[config.mk]
export PLATFORM = sky130hd
export DESIGN_NAME = operand_writer_flat
export DESIGN_NICKNAME = d
export VERILOG_FILES = /design/src/rtl/operand_writer_if.sv /design/src/rtl/operand_writer.sv /design/src/flat_wrapper.sv
export SDC_FILE = /design/constraint.sdc
export NUM_CORES = 1
export LEC_CHECK = 0
export ABC_AREA = 0
export CORE_AREA = 8 8 204 206
export DETAILED_ROUTE_END_ITERATION = 8
export DIE_AREA = 0 0 212 214
export GPL_ROUTABILITY_DRIVEN = 0
export PLACE_DENSITY = 0.7
export SLEW_MARGIN = 20
export SYNTH_ARGS = -nofsm -noshare
export SYNTH_HDL_FRONTEND = slang
export SYNTH_SLANG_ARGS = --single-unit
[constraint.sdc]
create_clock -name clk_i -period 1.9 [get_ports clk_i]
set_clock_uncertainty 0.1 [all_clocks]
set_input_delay 0.285 -clock clk_i [delete_from_list [all_inputs] [get_ports clk_i]]
set_output_delay 0.285 -clock clk_i [all_outputs]
set_load 0.005 [all_outputs]
[src/rtl/operand_writer_if.sv]
// -----------------------------------------------------------------------------
// operand_writer_if
// Bundles the operand entry controls, the commit address, the two operand read
// ports and the entry status outputs of operand_writer into one port.
//   nibble_i           hex digit to append
//   push_i             append request (level)
//   commit_i           write request (level)
//   clear_i            discard entry request (level)
//   waddr_i            commit target address
//   addra_i / addrb_i  read addresses for ports A and B
//   opea_o / opeb_o    stored operands at addra_i / addrb_i
//   entry_o            word being typed
//   count_o            digits entered so far
//   full_o             all DIGITS digits entered
//   busy_o             write cycle in progress
//   done_o             one-cycle pulse after a completed write
// The slave modport is the operand_writer side; master is the driving side.
// -----------------------------------------------------------------------------
interface operand_writer_if #(
   parameter int N      = 32,
   parameter int ADDR_W = 3
);
   localparam int DIGITS  = N / 4;
   localparam int COUNT_W = $clog2(DIGITS + 1);

   logic [3:0]         nibble_i;
   logic               push_i;
   logic               commit_i;
   logic               clear_i;
   logic [ADDR_W-1:0]  waddr_i;
   logic [ADDR_W-1:0]  addra_i;
   logic [ADDR_W-1:0]  addrb_i;
   logic [N-1:0]       opea_o;
   logic [N-1:0]       opeb_o;
   logic [N-1:0]       entry_o;
   logic [COUNT_W-1:0] count_o;
   logic               full_o;
   logic               busy_o;
   logic               done_o;

   modport slave (
      input  nibble_i, push_i, commit_i, clear_i, waddr_i, addra_i, addrb_i,
      output opea_o, opeb_o, entry_o, count_o, full_o, busy_o, done_o
   );

   modport master (
      output nibble_i, push_i, commit_i, clear_i, waddr_i, addra_i, addrb_i,
      input  opea_o, opeb_o, entry_o, count_o, full_o, busy_o, done_o
   );
endinterface

[src/rtl/operand_writer.sv]
// -----------------------------------------------------------------------------
// operand_writer
// Hex operand entry and storage for the ALU board. Digits are shifted into an
// entry word one nibble per push; a commit writes the entry word into one of
// 2^ADDR_W memory words. Two combinational read ports feed the ALU.
// Ports:
//   clk_i  system clock, rising edge
//   rst_i  synchronous active-high reset; clears memory and all state
//   bus    operand_writer_if.slave (controls, addresses, operands, status)
// -----------------------------------------------------------------------------
module operand_writer #(
   parameter int N      = 32,
   parameter int ADDR_W = 3
) (
   input  logic             clk_i,
   input  logic             rst_i,
   operand_writer_if.slave  bus
);
   localparam int DIGITS  = N / 4;
   localparam int COUNT_W = $clog2(DIGITS + 1);
   localparam int DEPTH   = 1 << ADDR_W;

   typedef enum logic [1:0] {
      S_IDLE,
      S_ENTRY,
      S_FULL,
      S_WRITE
   } state_t;

   state_t             r_state;
   logic [N-1:0]       r_entry;
   logic [COUNT_W-1:0] r_count;
   logic [ADDR_W-1:0]  r_waddr_q;
   logic [N-1:0]       r_mem [DEPTH];
   logic               r_push_q;
   logic               r_commit_q;
   logic               r_clear_q;
   logic               r_full;
   logic               r_busy;
   logic               r_done;

   logic               w_push_edge;
   logic               w_commit_edge;
   logic               w_clear_edge;
   logic [COUNT_W-1:0] w_count_inc;

   assign w_push_edge   = bus.push_i   & ~r_push_q;
   assign w_commit_edge = bus.commit_i & ~r_commit_q;
   assign w_clear_edge  = bus.clear_i  & ~r_clear_q;
   assign w_count_inc   = r_count + COUNT_W'(1);

   // NOTE: every register below, the memory included, is assigned with <= so
   // all updates use values from before the edge; the memory is built from
   // flops with reset because reset must leave every stored operand at zero.
   always_ff @(posedge clk_i) begin
      if (rst_i) begin
         r_state    <= S_IDLE;
         r_entry    <= '0;
         r_count    <= '0;
         r_waddr_q  <= '0;
         r_push_q   <= 1'b0;
         r_commit_q <= 1'b0;
         r_clear_q  <= 1'b0;
         r_full     <= 1'b0;
         r_busy     <= 1'b0;
         r_done     <= 1'b0;
         for (int i = 0; i < DEPTH; i++) begin
            r_mem[i] <= '0;
         end
      end else begin
         // Level copies track the inputs in every state, so a level held
         // through WRITE does not produce a late edge afterwards.
         r_push_q   <= bus.push_i;
         r_commit_q <= bus.commit_i;
         r_clear_q  <= bus.clear_i;
         r_done     <= 1'b0;

         case (r_state)
            S_WRITE: begin
               // Request edges arriving in this cycle are dropped.
               r_mem[r_waddr_q] <= r_entry;
               r_entry          <= '0;
               r_count          <= '0;
               r_full           <= 1'b0;
               r_busy           <= 1'b0;
               r_done           <= 1'b1;
               r_state          <= S_IDLE;
            end
            default: begin
               // Priority clear > commit > push; lower requests are lost.
               if (w_clear_edge) begin
                  r_entry <= '0;
                  r_count <= '0;
                  r_full  <= 1'b0;
                  r_state <= S_IDLE;
               end else if (w_commit_edge) begin
                  r_waddr_q <= bus.waddr_i;
                  r_busy    <= 1'b1;
                  r_state   <= S_WRITE;
               end else if (w_push_edge && (r_state != S_FULL)) begin
                  r_entry <= {r_entry[N-5:0], bus.nibble_i};
                  r_count <= w_count_inc;
                  if (w_count_inc == COUNT_W'(DIGITS)) begin
                     r_full  <= 1'b1;
                     r_state <= S_FULL;
                  end else begin
                     r_state <= S_ENTRY;
                  end
               end
            end
         endcase
      end
   end

   assign bus.opea_o  = r_mem[bus.addra_i];
   assign bus.opeb_o  = r_mem[bus.addrb_i];
   assign bus.entry_o = r_entry;
   assign bus.count_o = r_count;
   assign bus.full_o  = r_full;
   assign bus.busy_o  = r_busy;
   assign bus.done_o  = r_done;
endmodule

[src/flat_wrapper.sv]
// flat-port wrapper written by rule: the top's interface ports become plain ports
module operand_writer_flat 
#(
   parameter int N      = 32,
   parameter int ADDR_W = 3
)
  (clk_i, rst_i, bus_nibble_i, bus_push_i, bus_commit_i, bus_clear_i, bus_waddr_i, bus_addra_i, bus_addrb_i, bus_opea_o, bus_opeb_o, bus_entry_o, bus_count_o, bus_full_o, bus_busy_o, bus_done_o);
  operand_writer_if #(.N(N), .ADDR_W(ADDR_W)) bus_i ();
  input  logic clk_i;
  input  logic rst_i;
  input wire logic [$bits(bus_i.nibble_i)-1:0] bus_nibble_i;
  input wire logic [$bits(bus_i.push_i)-1:0] bus_push_i;
  input wire logic [$bits(bus_i.commit_i)-1:0] bus_commit_i;
  input wire logic [$bits(bus_i.clear_i)-1:0] bus_clear_i;
  input wire logic [$bits(bus_i.waddr_i)-1:0] bus_waddr_i;
  input wire logic [$bits(bus_i.addra_i)-1:0] bus_addra_i;
  input wire logic [$bits(bus_i.addrb_i)-1:0] bus_addrb_i;
  output wire logic [$bits(bus_i.opea_o)-1:0] bus_opea_o;
  output wire logic [$bits(bus_i.opeb_o)-1:0] bus_opeb_o;
  output wire logic [$bits(bus_i.entry_o)-1:0] bus_entry_o;
  output wire logic [$bits(bus_i.count_o)-1:0] bus_count_o;
  output wire logic [$bits(bus_i.full_o)-1:0] bus_full_o;
  output wire logic [$bits(bus_i.busy_o)-1:0] bus_busy_o;
  output wire logic [$bits(bus_i.done_o)-1:0] bus_done_o;
  assign bus_i.nibble_i = bus_nibble_i;
  assign bus_i.push_i = bus_push_i;
  assign bus_i.commit_i = bus_commit_i;
  assign bus_i.clear_i = bus_clear_i;
  assign bus_i.waddr_i = bus_waddr_i;
  assign bus_i.addra_i = bus_addra_i;
  assign bus_i.addrb_i = bus_addrb_i;
  assign bus_opea_o = bus_i.opea_o;
  assign bus_opeb_o = bus_i.opeb_o;
  assign bus_entry_o = bus_i.entry_o;
  assign bus_count_o = bus_i.count_o;
  assign bus_full_o = bus_i.full_o;
  assign bus_busy_o = bus_i.busy_o;
  assign bus_done_o = bus_i.done_o;
  operand_writer #(.N(N), .ADDR_W(ADDR_W)) u_core (.clk_i(clk_i), .rst_i(rst_i), .bus(bus_i));
endmodule
# Word-level counts from Yosys, hierarchy flattened

Memory sizes are Yosys's and may differ from the RTL's.
Index checks and enable logic that the tools add are counted.

Flip-flop bits (word level): 47
Output and inout bits: 103
Memories: 1
Bits of input ports: 18
Bits in writable memories: 256

Memories:

| memory       | depth | bits a word | read ports | clocked after memory_dff | wr ports | line                 | source |
|---|---|---|---|---|---|---|---|
| u_core.r_mem | 8     | 32          | 2          | 0                        | 8        | operand_writer.sv:34 | `logic [N-1:0] r_mem [DEPTH];` |

Reduce and logical (&&, ||, !) cells: 9
Multiplexer cells: 11
Equal/unequal tests: 3
Bitwise gates (word level): 9
Add/sub/neg operators: 1

Operator list:

| operator                                                      | number |
|---|---|
| 32-bit two-way mux                                            | 1 |
| 32-bit OR reduction                                           | 1 |
| 1-bit two-way mux                                             | 6 |
| 2-bit two-way mux                                             | 3 |
| 1-bit inverter                                                | 6 |
| 3-bit AND reduction                                           | 2 |
| 4-bit by 1-bit adder with 4-bit output, second input constant | 1 |
| 4-bit equality test, second input constant                    | 1 |
| 2-bit AND reduction                                           | 2 |
| 1-bit AND                                                     | 3 |
| 3-bit two-way mux                                             | 1 |
| 3-bit OR reduction                                            | 1 |
| 2-bit equality test, second input constant                    | 1 |
| 2-bit inequality test, second input constant                  | 1 |
| 2-bit nonzero test                                            | 1 |
| 2-bit OR reduction                                            | 1 |
| 1-bit logical AND                                             | 1 |

# Depth between registers and ports, before layout

Gate-level depths: netlist (run 1).

Depth after elaboration: 6
Mapped depth: 6
Gate-level depth less buffers: 5

# Worst setup path before layout (run 1)

Ideal clock, no wire load.

Kind: register to register
From: reg u_core.r_state[0]
To: mem u_core.r_mem[4][0], enable pin
Period minus slack after synthesis: 2062 ps
Buffers on the path: 0
Setup slack: -162 ps
Stages on the path, launching flop included: 4
Arrival: 1588 ps
Cells stage by stage: dfxtp_1 or4b_4 nor2_4 or2_2

RTL lines:

| what                   | line                 | source |
|---|---|---|
| start, declared        | operand_writer.sv:30 | `state_t r_state;` |
| start signal, assigned | operand_writer.sv:57 | `r_state <= S_IDLE;` |
| start signal, assigned | operand_writer.sv:87 | `r_state <= S_IDLE;` |
| start signal, assigned | operand_writer.sv:95 | `r_state <= S_IDLE;` |
| end, declared          | operand_writer.sv:34 |  |

==> results.yml, run 1 <==
yosys:
  synth_edf_count: 256
  yosysUniqueCellTypes: 37
  syn_nets: 1014
  ys.flop_type: "edfxtp_1"
  synth_area_leaders: "edfxtp_1 51%, mux4_2 19%, and2_1 11%"
  syn-cell-area_um2: 15100
  synth-async-reset-ratio: 0
  yosysTopAreaCell: "edfxtp_1"
  synth_top_area_frac: 0.510
  yosys_warnings: 0
  ys_seq_area_frac: 0.572
  synth_seq_cells: 303
  synthCells: 994
  syn_area_per_cell_um2: 15.2
flow_run:
  max_cap_violations: 0
clocking:
  cts.sinks: 303
  clock_path_buffers: 3
  cts_hold_buf: 0
  clk-insertion-delay-late_ns: 0.52
  numCtsBuffers: 35
  tritoncts: "built"
  cts_htree_levels: 2
  root_buffer: "clkbuf_16"
  clkTransAtPathRegs_ns: 0.06
routing:
  final_antenna_net_count: 0
  via_per_inst: 5.46
  wl_per_cell_um: 23.9
  drc: 0
  dr.pass1.iters: 4
  first_iter_violations: 741
  vias: 9410
  drt-total-wl_um: 41200
final_layout:
  finalNetCount: 1200
  design_area_um2: 19300
  antenna_cells: 0
  syn2layout_area_growth_pct: 28.0
  final_layout_size_suffix_gt1_frac: 0.378
  regArea_um2: 8680
  multi_input_area_um2: 6350
  instances_no_fill: 1725
  nFillCells: 3167
outcome:
  violations: "negative setup slack"
  outcome: "finished with violations"
critical_path:
  r2r-end: "u_core.r_mem[4][18]$_SDFFCE_PN0P_"
  rr_startpoint: "u_core.r_waddr_q[1]$_SDFFE_PP0P_"
  critPathMaxFanout: 2
  crit_arrival_ns: 1.95
  worstRegToRegCells: 4
  path_cells: "buf_4, mux4_2, mux2_4, buf_6"
  worst_setup_path_start_kind: "flip-flop"
  slowest_stage: "mux4_2"
  reg2reg_slack_ns: 0.09
  end_kind: "output pin"
  cpPeakStageDelay_ns: 0.46
  worstPathRequired_ns: 1.51
  worstSetupPathType: "reg -> out"
die:
  io-pin-count: 121
  num_rows: 72
  die_area_um2: 45400
  coreArea_um2: 38300
  die_h_um: 214
  start_util: 0.394
  die_w_um: 212
power_and_ir_drop:
  seqPwrFrac: 0.468
  ir_drop_uv: 557
  p_sw_mw: 3.60
  p_int_mw: 12.4
  comb_power_share: 0.117
  power_mw: 16.0
  p_clk_frac: 0.415
  p_per_area_nw_per_um2: 829
  swShare: 0.225
  power_leakage_nw: 7.26
place:
  placed_cell_area_um2: 17800
  portBuffers: 120
  dp_cells: 1658
  dp_hpwl_um: 27000
sta:
  fin_crit_sh: 1.23
  setup_violations: 64
  worst_slack_ns: -0.438
  finalMaxSlewViolations: 0
  whs_ns: 0.212
  maxSlewHeadroom: 0.748
  tightest_slew_ns: 0.378
  hold_violations: 0
  fin_crit_ns: 2.34
  rsz0062_at_grt: "yes"
  max_freq_ghz: 0.428
grt:
  grt_pass1_vias: 9846
  grt_start_max_net_pins: 26
  antenna_found_initial: 1
  gr-total-overflow: 0
  grt_first_pass_wirelength_um: 62200
  grt_usage: 0.182
min_path:
  min_from: "bus_nibble_i[1]"
  min_to: "u_core.bus.entry_o[1]$_SDFFE_PP0P_"
  worst_hold_path.num_cells: 3
  hold_path_class: "in -> reg"
## through the flow
stage	TNS, ns	setup slack (ns)	util
final	-18.71	-0.438	0.504
after global routing	-21.86	-0.476	0.504
after CTS	-20.00	-0.453	0.503
after detailed placement	-122.87	-0.520	0.464
after global placement	-109.66	-0.496	0.464
after floorplan	-0.00829	-0.000259	-
## layout make-up
cell class              instances  share of cell area
clock buffers                  47              0.0509
clock inverters                17             0.00856
multi-input cells             618               0.329
flip-flops and latches        303               0.450
well taps                     518              0.0336
repair buffers                222               0.128
## metal layers
metal | GRT usage | part of all wire | up-vias
met4 | 0.0424 | 0.017 | 2
met3 | 0.0376 | 0.077 | 60
met5 | 0 | 0.00019 | -
li1 | - | - | 4114
met2 | 0.307 | 0.50 | 366
met1 | 0.238 | 0.40 | 4868
## cells by family after synthesis
kind of cell               synth area share
AOI/OAI and AO/OA                    0.0147
xor gates and xnor gates            0.00174
adders and majority gates           0.00166
buffers and inverters                0.0240
DFF                                   0.572
muxes                                 0.241
and+or+nand+nor                       0.144
## power by group through the flow
stage / Clock [mW] / Sequential, mW / Combinational, mW
after floorplan: 0 / 7.60 / 0.887
after global placement: 0 / 7.62 / 1.73
after detailed placement: 0 / 7.64 / 1.74
after CTS: 6.76 / 7.49 / 1.89
after global routing: 7.03 / 7.51 / 1.97
final: 6.64 / 7.49 / 1.87
## worst max-delay path, delay by kind of cell, from the launching register on
| family | cells | cell delay, ns |
|---|---|---|
| flip-flops | 1 | 0.39 |
| buffers and inverters | 2 | 0.27 |
| multiplexers | 2 | 0.77 |
## timing repair
action                                  CTS  global route
hold endpoints to repair                  0             0
resized for setup                       398            17
endpoints found under the setup margin   83            72
setup buffers                             3             0
## cells in the final DEF (no fill, tap or decap), types with 3 or more instances in the layout
| master | instances |
|---|---|
| and2_1 | 257 |
| edfxtp_1 | 256 |
| mux4_2 | 128 |
| nand2_1 | 71 |
| buf_4 | 66 |
| mux2_4 | 63 |
| buf_6 | 63 |
| clkdlybuf4s50_1 | 44 |
| a21oi_1 | 37 |
| buf_12 | 37 |
| clkbuf_16 | 36 |
| dfxtp_1 | 29 |
| dfxtp_4 | 10 |
| nor2_1 | 8 |
| dfxtp_2 | 8 |
| or2_2 | 7 |
| clkbuf_1 | 7 |
| clkinv_2 | 7 |
| nor2b_1 | 6 |
| buf_2 | 5 |
| nand2b_1 | 4 |
| nor2_2 | 4 |
| clkbuf_8 | 4 |
| dlygate4sd2_1 | 4 |
| nand3_1 | 3 |
| mux2i_1 | 3 |
## sequential cells by signal, summed over array words and instances (netlist names)
signal,cells
u_core.r_commit_q,1
u_core.bus.count_o,4
u_core.bus.busy_o,1
u_core.r_waddr_q,3
u_core.bus.entry_o,32
u_core.r_state,2
u_core.r_push_q,1
u_core.bus.full_o,1
u_core.r_mem,256
u_core.r_clear_q,1
u_core.bus.done_o,1
## worst max path at each step
stage,startpoint,endpoint,cells after the start
global route,u_core.r_mem[3][23]$_SDFFCE_PN0P_,bus_opea_o[23],4
CTS,u_core.r_mem[3][0]$_SDFFCE_PN0P_,bus_opeb_o[0],4
global placement,bus_addrb_i[0],bus_opeb_o[12],5
finish,u_core.r_mem[3][0]$_SDFFCE_PN0P_,bus_opeb_o[0],4
detailed placement,bus_addra_i[0],bus_opea_o[20],5
floorplan,rst_i,u_core.r_mem[6][0]$_SDFFCE_PN0P_,4
## synthesized netlist by cell type, types with 2 or more instances
master / instances
and2_1: 257
edfxtp_1: 256
mux4_2: 128
nand2_1: 71
mux2_2: 64
dfxtp_1: 47
a21oi_1: 37
clkbuf_1: 32
buf_1: 14
buf_4: 14
nor2_1: 12
or2_2: 9
buf_2: 8
nor2b_1: 6
nand2b_1: 4
buf_6: 3
mux2i_1: 3
nand3_1: 3
and3_1: 2
clkbuf_2: 2
ha_1: 2
nand4_1: 2
nor2_4: 2
nor3_2: 2
xor2_1: 2
(Power assumes the default switching activity.)
==> inputs of run 2 (changes only) <==
==> constraint.sdc (replaced) <==
create_clock -name clk_i -period 2 [get_ports clk_i]
set_clock_uncertainty 0.1 [all_clocks]
set_input_delay 0.2 -clock clk_i [delete_from_list [all_inputs] [get_ports clk_i]]
set_output_delay 0.2 -clock clk_i [all_outputs]
set_load 0.005 [all_outputs]
==> run 2 against run 1 <==
The flow still finishes with violations (negative setup slack). Combinational power fell by 8%. Core utilization is 0.87 points lower. Routed wire length decreased by 1.8%. Sequential share of layout area rose by 0.62 points.
==> results.yml, run 2 (synthesis gave the netlist of run 1 again) <==
routing:
  drt-total-wl_um: 40400
  via_per_inst: 5.40
  final_antenna_net_count: 0
  drc: 0
  first_iter_violations: 753
  dr.pass1.iters: 5
  wl_per_cell_um: 23.8
  vias: 9161
sta:
  fin_tns_setup_ns: -6.29
  rsz0062_at_grt: "yes"
  maxSlewHeadroom: 0.681
  tightest_slew_ns: 0.478
  fin_crit_ns: 2.22
  max_freq_ghz: 0.451
  finalMaxSlewViolations: 0
  worst_slack_ns: -0.216
  fin_crit_sh: 1.11
  hold_violations: 0
  whs_ns: 0.130
  setup_violations: 64
final_layout:
  nFillCells: 3199
  final_layout_size_suffix_gt1_frac: 0.356
  largest_reg_flops: 256
  antenna_cells: 0
  mostFrequentLayoutCell: "and2_1"
  finalNetCount: 1175
  syn2layout_area_growth_pct: 25.8
  final_cell_mix: "257 x and2_1, 256 x edfxtp_1, 128 x mux4_2"
  top_register: "u_core.r_mem"
critical_path:
  critPathMaxFanout: 2
  worstSetupPathType: "reg -> out"
  crit_arrival_ns: 1.92
  worstRegToRegCells: 4
  worst_setup_path_start_kind: "flip-flop"
  end_kind: "output pin"
  worstPathRequired_ns: 1.70
clocking:
  clk-insertion-delay-late_ns: 0.52
  root_buffer: "clkbuf_16"
  clock_path_buffers: 3
  clkTransAtPathRegs_ns: 0.06
  numCtsBuffers: 34
  cts.sinks: 303
  cts_htree_levels: 2
  tritoncts: "built"
power_and_ir_drop:
  comb_power_share: 0.116
  power_leakage_nw: 7.00
  p_per_area_nw_per_um2: 783
  ir_drop_uv: 483
  p_int_mw: 11.5
  power_mw: 14.8
  p_clk_frac: 0.404
  swShare: 0.225
  p_sw_mw: 3.35
  seqPwrFrac: 0.480
grt:
  grt_start_max_net_pins: 35
  gr-total-overflow: 0
  grt_pass1_vias: 9694
  antenna_found_initial: 0
  grt_first_pass_wirelength_um: 61100
  grt_usage: 0.178
die:
  die_w_um: 212
  io-pin-count: 121
  start_util: 0.394
  die_h_um: 214
  num_rows: 72
  coreArea_um2: 38300
  die_area_um2: 45400
min_path:
  hold_path_class: "in -> reg"
  worst_hold_path.num_cells: 3
outcome:
  violations: "negative setup slack"
  outcome: "finished with violations"
place:
  dp_hpwl_um: 25300
  portBuffers: 120
flow_run:
  max_cap_violations: 0
-- run 2: changes by cell type in the layout (fill, tap and decap cells not counted), moves of 4 or more --
cell,previous run,this run
dfxtp_1,29,34
dfxtp_4,10,0
buf_4,66,46
clkinv_1,1,5
dlygate4sd2_1,4,0
clkdlybuf4s50_1,44,50
dfxtp_2,8,13
-- run 2: power by group through the flow --
stage          registers (mW)  logic (mW)  clock network, mW
2_1_floorplan            7.22       0.842                  0
3_3_place_gp             7.24        1.60                  0
3_5_place_dp             7.26        1.61                  0
4_1_cts                  7.13        1.74               6.09
5_1_grt                  7.15        1.82               6.34
6_report                 7.13        1.72               5.99
-- run 2: final cells by class --
cell class / instances / area (um2) / area share
Timing Repair Buffer: 198 / 2260 / 0.119
Tap cell: 518 / 648 / 0.0342
Multi-Input combinational cell: 618 / 6340 / 0.334
Sequential cell: 303 / 8640 / 0.456
Clock inverter: 18 / 163 / 0.00858
Clock buffer: 43 / 905 / 0.0477
-- run 2: what timing repair did --
action                                  in CTS  in global routing
gates resized for setup                    377                 17
endpoints found under the setup margin      67                 74
setup buffers                                4                  0
hold buffers                                 0                  0
hold endpoints to repair                     0                  0
-- run 2: layer usage --
| layer | vias to the layer above | GRT usage | wire, um |
|---|---|---|---|
| met2 | 342 | 0.300 | 20200 |
| met5 | - | 0 | 0 |
| met3 | 48 | 0.0342 | 2660 |
| met4 | 0 | 0.0445 | 677 |
| li1 | 4064 | - | - |
| met1 | 4707 | 0.232 | 16900 |
-- run 2: metrics by stage --
stage	setup WS (ns)	util	std cells	instance area [um2]
global route	-0.263	0.495	1698	19000
detailed placement	-0.223	0.458	1633	17500
finish	-0.216	0.495	1698	19000
global placement	-0.218	0.458	1633	17500
floorplan	0.0157	-	994	15100
CTS	-0.227	0.494	1698	18900
-- run 2: worst paths after layout --
check,endpoint,slack [ns],startpoint
setup / recovery,bus_opea_o[7],-0.22,u_core.r_mem[7][7]$_SDFFCE_PN0P_
setup reg to reg,u_core.r_mem[0][30]$_SDFFCE_PN0P_,0.16,u_core.r_waddr_q[1]$_SDFFE_PP0P_
hold reg to reg,u_core.bus.full_o$_SDFFE_PP0P_,0.41,u_core.bus.full_o$_SDFFE_PP0P_
hold / removal,u_core.bus.entry_o[2]$_SDFFE_PP0P_,0.13,bus_nibble_i[2]
-- run 2: critical path: stages, from the launching register on --
cell,delay (ns)
edfxtp_1,0.39
buf_4,0.14
mux4_2,0.48
mux2_4,0.28
buf_6,0.12
==> inputs of run 3 (changes only) <==
PLACE_DENSITY = 0.68   (was 0.7)
clock period = 2.8 ns   (was 2 ns; I/O delays follow)
==> run 3 against run 2 <==
Final cell count down 1.6%. Sequential share of layout area up 1.8 points. Register-to-register slack better by 0.63 ns. Critical path depth down 1. Non-clock buffer count down 28. Highest routed layer unchanged. Power down 30%. The flow now finishes without violations.
==> results.yml, run 3 (synthesis gave the netlist of run 1 again) <==
outcome:
  outcome: "completed"
sta:
  finalMaxSlewViolations: 0
  fin_crit_ns: 2.59
  maxSlewHeadroom: 0.661
  max_freq_ghz: 0.387
  hold_violations: 0
  tightest_slew_ns: 0.508
  fin_tns_setup_ns: 0
  fin_crit_sh: 0.924
  setup_violations: 0
  rsz0062_at_grt: "no"
critical_path:
  rr_startpoint: "u_core.r_waddr_q[0]$_SDFFE_PP0P_"
  worst_setup_path_start_kind: "flip-flop"
  crit_buf_inv: 1
  critPathMaxFanout: 2
  cpPeakStageDelay_ns: 0.49
  r2r-end: "u_core.r_mem[4][13]$_SDFFCE_PN0P_"
  critPathLaunch: "u_core.r_mem[3][2]$_SDFFCE_PN0P_"
  reg2reg_slack_ns: 0.79
  slowest_stage: "mux4_2"
  path_delay_family: "multiplexers"
  worstRegToRegCells: 4
  worstSetupPathType: "reg -> out"
  path_cells: "mux4_2, mux2_2, clkdlybuf4s50_1"
  crit_arrival_ns: 2.21
  worstPathRequired_ns: 2.42
  end_kind: "output pin"
power_and_ir_drop:
  p_int_mw: 8.13
  seqPwrFrac: 0.487
  power_leakage_nw: 6.40
  p_clk_frac: 0.411
  swShare: 0.223
  p_per_area_nw_per_um2: 575
  ir_drop_uv: 332
  p_sw_mw: 2.33
  comb_power_share: 0.102
routing:
  dr.pass1.iters: 5
  first_iter_violations: 723
  drt-total-wl_um: 40000
  vias: 9066
  final_antenna_net_count: 0
  drc: 0
  wl_per_cell_um: 24.0
  via_per_inst: 5.43
flow_run:
  max_cap_violations: 0
grt:
  grt_first_pass_wirelength_um: 61200
  gr-usage-met2: 0.305
  grt_usage: 0.177
  busiest_layer: "met2"
  grt_start_max_net_pins: 65
  grt_use_met3: 0.0348
  gr-total-overflow: 0
  grt_pass1_vias: 9668
  antenna_found_initial: 0
  grt.met1_usage: 0.225
clocking:
  cts_hold_buf: 0
  clk-insertion-delay-late_ns: 0.51
  cts.repair.resized: 0
  cts_htree_levels: 2
  clock_path_buffers: 3
  numCtsBuffers: 34
  postCtsSetupBuffers: 0
  root_buffer: "clkbuf_16"
  clkTransAtPathRegs_ns: 0.06
  cts.sinks: 303
  tritoncts: "built"
final_layout:
  finalNetCount: 1147
  design_area_um2: 18200
  top_register: "u_core.r_mem"
  multi_input_area_um2: 6110
  final_layout_size_suffix_gt1_frac: 0.272
  nFillCells: 3273
  final_cell_mix: "257 x and2_1, 256 x edfxtp_1, 128 x mux4_2"
  regArea_um2: 8630
  mostFrequentLayoutCell: "and2_1"
  final_core_util: 0.476
  syn2layout_area_growth_pct: 20.8
  largest_reg_flops: 256
min_path:
  min_to: "u_core.bus.entry_o[3]$_SDFFE_PP0P_"
  min_from: "bus_nibble_i[3]"
  hold_path_class: "in -> reg"
  worst_hold_path.num_cells: 3
die:
  io-pin-count: 121
  die_area_um2: 45400
  start_util: 0.394
  num_rows: 72
  die_h_um: 214
  coreArea_um2: 38300
  die_w_um: 212
place:
  dp_hpwl_um: 24400
  portBuffers: 120
  placed_cell_area_um2: 17100
[run 3: layout make-up]
class                      count  share of cell area
antenna                        1            0.000137
clock buffer                  48              0.0535
clock inverter                13             0.00591
multi-input combinational    618               0.335
sequential                   303               0.474
tap                          518              0.0356
timing repair buffer         170              0.0955
[run 3: worst max path at each step]
stage | to | slack, ns | cells past startpoint
3_3_place_gp | bus_opea_o[23] | 0.29 | 5
2_1_floorplan | u_core.r_mem[4][0]$_SDFFCE_PN0P_ | 0.74 | 3
4_1_cts | bus_opea_o[2] | 0.20 | 3
6_report | bus_opea_o[2] | 0.21 | 3
3_5_place_dp | bus_opea_o[18] | 0.29 | 5
5_1_grt | bus_opea_o[2] | 0.16 | 3
[run 3: worst reg2reg max path, delay by kind of cell, from the launching register on]
kind          cells  cell delay (ns)
simple gates      3             0.88
flops             1             0.39
buf+inv           1             0.29
[run 3: layer usage]
layer  up-vias  wire (um)
li1       4019          -
met3        56       2420
met2       294      20100
met5         -          0
met1      4697      16600
met4         0        824
[run 3: stage by stage]
stage                     setup WS (ns)  cells  hold slack (ns)  total power, mW
after floorplan                   0.738    994            0.308             5.76
after global placement            0.286   1609            0.369             6.25
after detailed placement          0.289   1609            0.375             6.26
after CTS                         0.204   1670            0.198             10.6
after global routing              0.161   1670            0.250             10.8
final                             0.214   1671            0.219             10.5
[run 3: power by group through the flow]
| stage | registers, mW | logic (mW) | clock network [mW] |
|---|---|---|---|
| global placement | 5.18 | 1.07 | 0 |
| floorplan | 5.16 | 0.601 | 0 |
| finish | 5.10 | 1.06 | 4.30 |
| CTS | 5.10 | 1.08 | 4.39 |
| global route | 5.11 | 1.13 | 4.55 |
| detailed placement | 5.19 | 1.08 | 0 |
